--- config.mk ---
export PLATFORM = sky130hd
export DESIGN_NAME = dmem_arbiter
export DESIGN_NICKNAME = d
export VERILOG_FILES = /design/src/rtl/dmem_arbiter.sv
export SDC_FILE = /design/constraint.sdc
export NUM_CORES = 1
export LEC_CHECK = 0
export ABC_CLOCK_PERIOD_IN_PS = 1750
export CAP_MARGIN = 15
export CORE_ASPECT_RATIO = 0.8
export CORE_UTILIZATION = 36
export CTS_CLUSTER_SIZE = 24
export DETAILED_ROUTE_END_ITERATION = 10
export PLACE_DENSITY = 0.92
export RECOVER_POWER = 50
export SYNTH_ARGS = -nofsm -noshare
export SYNTH_HDL_FRONTEND = slang
export SYNTH_SLANG_ARGS = --single-unit
--- constraint.sdc ---
create_clock -name clk -period 1.75 [get_ports clk]
set_clock_uncertainty 0.05 [all_clocks]
set_input_delay 0.35 -clock clk [delete_from_list [all_inputs] [get_ports clk]]
set_output_delay 0.35 -clock clk [all_outputs]
set_load 0.05 [all_outputs]
--- src/rtl/dmem_arbiter.sv ---
// Arbitrates a single-port DataMemory between the CPU load/store path and a debug/loader port.
// Define DMEM_ARB_LOCK_EN to add the dbg_lock input for uninterrupted debug bursts.
`timescale 1ns/1ps
module dmem_arbiter #(
  parameter int WORD_SIZE = 16,
  parameter int MAX_WAIT  = 4
) (
  input  logic                 clk,
  input  logic                 reset,
  input  logic                 cpu_req,
  input  logic                 cpu_we,
  input  logic [WORD_SIZE-1:0] cpu_addr,
  input  logic [WORD_SIZE-1:0] cpu_wdata,
  output logic                 cpu_gnt,
  output logic                 cpu_stall,
  output logic                 cpu_rvalid,
  output logic [WORD_SIZE-1:0] cpu_rdata,
  input  logic                 dbg_req,
  input  logic                 dbg_we,
  input  logic [WORD_SIZE-1:0] dbg_addr,
  input  logic [WORD_SIZE-1:0] dbg_wdata,
`ifdef DMEM_ARB_LOCK_EN
  input  logic                 dbg_lock,
`endif
  output logic                 dbg_gnt,
  output logic                 dbg_rvalid,
  output logic [WORD_SIZE-1:0] dbg_rdata,
  output logic                 mem_write_en,
  output logic                 mem_read_en,
  output logic [WORD_SIZE-1:0] mem_addr,
  output logic [WORD_SIZE-1:0] mem_write_data,
  input  logic [WORD_SIZE-1:0] mem_read_data
);

  localparam int WaitW = $clog2(MAX_WAIT + 1);
  localparam logic [WaitW-1:0] WaitMax = WaitW'(MAX_WAIT);

  logic [WaitW-1:0]     dbg_wait_q, dbg_wait_d;
  logic                 cpu_rd_q, dbg_rd_q;
  logic [WORD_SIZE-1:0] cpu_rdata_q, dbg_rdata_q;
  logic                 lock_active;
  logic                 dbg_win, cpu_win;

`ifdef DMEM_ARB_LOCK_EN
  logic lock_q;

  // Lock follows dbg_lock at each debug grant and falls as soon as the debug port goes idle.
  always_ff @(posedge clk) begin
    if (reset) begin
      lock_q <= 1'b0;
    end else if (!dbg_req) begin
      lock_q <= 1'b0;
    end else if (dbg_win) begin
      lock_q <= dbg_lock;
    end
  end

  assign lock_active = lock_q;
`else
  assign lock_active = 1'b0;
`endif

  // Both grants are forced low while reset is high so no access leaks out mid-reset.
  assign dbg_win = ~reset & dbg_req & (~cpu_req | (dbg_wait_q == WaitMax) | lock_active);
  assign cpu_win = ~reset & cpu_req & ~dbg_win;

  assign dbg_gnt   = dbg_win;
  assign cpu_gnt   = cpu_win;
  assign cpu_stall = cpu_req & ~cpu_win;

  assign mem_write_en   = (dbg_win & dbg_we) | (cpu_win & cpu_we);
  assign mem_read_en    = (dbg_win & ~dbg_we) | (cpu_win & ~cpu_we);
  assign mem_addr       = dbg_win ? dbg_addr  : (cpu_win ? cpu_addr  : '0);
  assign mem_write_data = dbg_win ? dbg_wdata : (cpu_win ? cpu_wdata : '0);

  always_comb begin
    dbg_wait_d = '0;
    if (dbg_req && !dbg_win) begin
      dbg_wait_d = (dbg_wait_q == WaitMax) ? dbg_wait_q : dbg_wait_q + WaitW'(1);
    end
  end

  always_ff @(posedge clk) begin
    if (reset) begin
      dbg_wait_q <= '0;
      cpu_rd_q   <= 1'b0;
      dbg_rd_q   <= 1'b0;
    end else begin
      dbg_wait_q <= dbg_wait_d;
      cpu_rd_q   <= cpu_win & ~cpu_we;
      dbg_rd_q   <= dbg_win & ~dbg_we;
    end
  end

  // Memory data is passed straight through in the response cycle and captured so it holds afterwards.
  assign cpu_rvalid = cpu_rd_q;
  assign dbg_rvalid = dbg_rd_q;
  assign cpu_rdata  = cpu_rd_q ? mem_read_data : cpu_rdata_q;
  assign dbg_rdata  = dbg_rd_q ? mem_read_data : dbg_rdata_q;

  always_ff @(posedge clk) begin
    cpu_rdata_q <= cpu_rdata;
    dbg_rdata_q <= dbg_rdata;
  end

endmodule
==> impl_summary.md <==
Run status
The flow ran to the end, but the final reports show violations. The final reports fail on negative setup slack.

Timing
The clock period minus worst slack is 2040 ps. Setup repair after global routing could not meet its margin everywhere. The part of the cycle the worst path needs is 117%. The total count of hold-check failures in the final report is 0. The final setup TNS is -9700 ps. For this run, the top clock speed supported by timing is 0.490 GHz. The transition at the pin with the smallest max-transition slack is 291 ps. In this run the tightest slew margin relative to its limit is 80.6%. The max-slew violation total from the final report came to 0.

Across all setup checks in the final design, the least slack found is -293 ps. Setup violations remaining at the end of the flow were counted as 39.

Yosys
In this run, synthesis produced a sequential element count of 37. Yosys attributes the largest share of cell area to sky130_fd_sc_hd__dfxtp_1, sky130_fd_sc_hd__nand3b_1, sky130_fd_sc_hd__mux2_2. The synthesized netlist devotes 24.9% of its cell area to simple gates. The number of nets produced by synthesis is 303. Of the total synthesized cell area, the portion taken by full adders, half adders and majority gates is 1.09%. The share of the synthesized area in the top cell type is 32.3%. The number of distinct library cell variants in the gate-level netlist after synthesis is 23.

The multiplexer share of the synthesized area is 15.7%. Sequential cells were found to cover 32.3% of the synthesized design area. The largest family of logic cells by synthesized area is simple AND/OR/NAND/NOR gates. The xor/xnor cell area share of the yosys netlist is 0%.

The cell type contributing the most total cell area after synthesis is sky130_fd_sc_hd__dfxtp_1. The Yosys warning count is 0. The fraction of the mapped netlist area in compound gates is 18.2%. The average cell area after synthesis is 10.7 um2. The gate count after technology mapping is 215.

The synthesized netlist occupies a cell area of 2290 um2.

Critical path
The critical path crosses 7 cells after its start point. The critical path endpoint category is a primary output. The signal on the critical path passes through inv_2, ha_4, a21boi_4, buf_12, buf_12, o32ai_4, buf_6. The number of buffers and inverters on the critical path is 4. The cell family contributing the most delay on the critical path is buffers and inverters. STA classifies the critical path startpoint as a flip-flop. The required time at the worst-slack endpoint is 1350 ps. The largest single stage delay on the critical path is 330 ps. The critical path data arrival time is 1640 ps.

Counting cells, the worst reg-to-reg path comes to 5. The library cell appearing most often on the critical path is sky130_fd_sc_hd__buf_12. The cell with the biggest individual delay on the critical path is sky130_fd_sc_hd__dfxtp_2. The critical path class is flip-flop to primary output. Tracing the worst setup path back leads to its startpoint at dbg_wait_q[0]. In this run the worst path has a maximum fanout of 6. The startpoint identified for the worst register-to-register timing path is dbg_wait_q[1].

Place
In this run the tool buffered the top-level ports with 156 buffer cells. Once detailed placement completed, the half-perimeter wirelength came to 6170 um. The congestion estimate from routability-driven global placement came to 0.782.

The placement-stage worst setup slack is -409 ps. The number of placed instances with taps included is 442.

Pwr
The power density over the cells is 832 nW/um2. The peak ir drop on the vdd network is 577 uV. The leakage power is 1.96 nW. The design draws 0.00423 W.

Drt
In the routed layout, each cell is associated on average with a via count of 5.37. The total wirelength of the detailed-routed design is 10300 um. The number of iterations in the first detailed-routing pass is 4. In this run the remaining antenna-violating nets after routing total 0. The number of design rule violations left after detail routing is 0.

After detailed routing, the average wire length per cell comes to 22.2 um. The routed layout has 2486 vias. The DRC violation total after the first TritonRoute iteration is 109.

Final layout
The number of antenna diodes in the final layout is 0. The non-filler instance count after layout is 463. Cells with a size suffix above 1 make up 48.2% of the layout. The layout has 288 filler cells. The final layout contains 469 nets. The growth of design area from synthesis to finish is 122%.

GRT
The largest net degree at the start of global routing is 46. The number of global-route vias before repair is 2573. Global routing consumed, over all layers together, 27.9% of the routing resources. The global routing met1 resource utilization is 32.0%. The first global-routing pass estimated 14200 um of wire. The global routing stage identified its most utilized layer as met2. The met2 track utilization from global routing is 54.0%. The met3 usage is 4.66%. The overall overflow remaining after global route is 0. The initial antenna violation count is 0.

Clock tree
The H-tree level count is 2. CTS placed an instance of sky130_fd_sc_hd__clkbuf_8 at the clock tree root. TritonCTS built the clock tree.

After clock tree synthesis, the clock-pin slew on the worst setup and hold paths is 70 ps. Clock latency on the worst-skew pair, taken at its later pin, is 290 ps. The number of hold buffers added after cts is 0. The number of buffers created by CTS is 5. The sink count of the clock tree is 37.

In this run the deepest clock path goes through 2 buffers.

Floorplanning
The die is 73.4 um tall. The total core area is 6040 um2. The number of top-level pins is 157. The die width is 91.3 um. The placement row count is 25. The initial core utilization is 38.0%.

The floorplan step defined a die boundary enclosing 6700 um2.

Hold path
The worst hold path begins at cpu_rdata_q[6]. Along the worst hold path, the cell count comes to 1. In this run the worst hold path is classified as flip-flop to flip-flop.

Flow run
The tool flagged a number of max-cap violations equal to 0.
cell type report:
type                            count  area [um2]  share of cell area (%)
Timing Repair Buffer              185        2390                    47.0
Sequential cell                    37         751                    14.8
Clock inverter                      1        5.00                  0.0984
Clock buffer                        7        96.3                    1.89
Inverter                            3        11.3                   0.221
Tap cell                           81         101                    1.99
Multi-Input combinational cell    149        1730                    34.0
kinds of logic after synthesis:
family / after synthesis
buf+inv: 29
compound gates: 39
simple gates: 76
flops: 37
fa+ha+maj: 2
mux: 32
metrics by stage:
| stage | hold WS (ps) | utilization (%) | area (um2) |
|---|---|---|---|
| floorplan | 357 | - | 2540 |
| global placement | 366 | 74.4 | 4490 |
| detailed placement | 375 | 74.4 | 4490 |
| CTS | 450 | 82.6 | 4980 |
| global route | 460 | 84.3 | 5090 |
| finish | 449 | 84.3 | 5090 |
report_power, final:
| group | internal (W) | leakage [nW] | total (W) | switching [W] |
|---|---|---|---|---|
| logic | 0.00124 | 1.60 | 0.00250 | 0.00126 |
| registers | 0.00100 | 0.313 | 0.00107 | 0.0000622 |
| clock network | 0.000356 | 0.0542 | 0.000666 | 0.000310 |
registers in the layout, summed over array words and instances (netlist names):
name and count:
dbg_rdata_q 16, dbg_rvalid 1, dbg_wait_q 3, cpu_rdata_q 16, cpu_rvalid 1
timing repair:
action | CTS | global route
cloned | 3 | 2
pin swaps | 4 | 1
setup endpoints to repair | 56 | 62
resized for setup | 65 | 7
buffers inserted | 7 | 2
cell usage after synthesis:
cell type	count
sky130_fd_sc_hd__nand2b_1	1
sky130_fd_sc_hd__nor3b_2	1
sky130_fd_sc_hd__or3b_1	2
sky130_fd_sc_hd__nor3b_1	1
sky130_fd_sc_hd__a21boi_2	1
sky130_fd_sc_hd__buf_6	8
sky130_fd_sc_hd__and3_4	1
sky130_fd_sc_hd__o22ai_2	26
sky130_fd_sc_hd__buf_2	10
sky130_fd_sc_hd__mux2_2	32
sky130_fd_sc_hd__o21a_1	1
sky130_fd_sc_hd__a211oi_1	2
sky130_fd_sc_hd__clkbuf_1	8
sky130_fd_sc_hd__nand3b_1	66
sky130_fd_sc_hd__nor2_1	2
sky130_fd_sc_hd__nand2_1	1
sky130_fd_sc_hd__o32ai_1	1
sky130_fd_sc_hd__dfxtp_1	37
sky130_fd_sc_hd__o22ai_1	7
sky130_fd_sc_hd__or3b_2	1
sky130_fd_sc_hd__inv_1	3
sky130_fd_sc_hd__ha_1	2
sky130_fd_sc_hd__a21oi_1	1
path summary, 6_finish.rpt:
path / slack [ps] / endpoint
worst max-delay path: -290 / mem_write_en
worst min-delay path: 450 / cpu_rdata_q[6]
worst max register to register: 330 / dbg_wait_q[2]
worst min register to register: 450 / cpu_rdata_q[6]
layer usage:
metal / vias to the layer above / share of wire (%)
met5: - / 0
met4: 0 / 2.1
met3: 17 / 4.0
met2: 101 / 55
met1: 1224 / 39
li1: 1144 / -
worst reg2reg max path, cell delays in order, from the launching register on:
cell and delay, ps:
sky130_fd_sc_hd__dfxtp_2 340, sky130_fd_sc_hd__inv_2 50, sky130_fd_sc_hd__ha_4 170, sky130_fd_sc_hd__buf_4 140, sky130_fd_sc_hd__or3b_2 460, sky130_fd_sc_hd__a21oi_1 130
placed cells by master, fill, tap and decap left out, types with 7 or more instances in the layout:
cell type	n
sky130_fd_sc_hd__clkdlybuf4s50_1	82
sky130_fd_sc_hd__nand3b_1	66
sky130_fd_sc_hd__buf_12	44
sky130_fd_sc_hd__buf_6	38
sky130_fd_sc_hd__dfxtp_1	33
sky130_fd_sc_hd__mux2_4	30
sky130_fd_sc_hd__o22ai_4	20
sky130_fd_sc_hd__o22ai_2	13
sky130_fd_sc_hd__buf_4	12
sky130_fd_sc_hd__clkbuf_8	7
No activity file was read; power rests on OpenSTA's default activity.
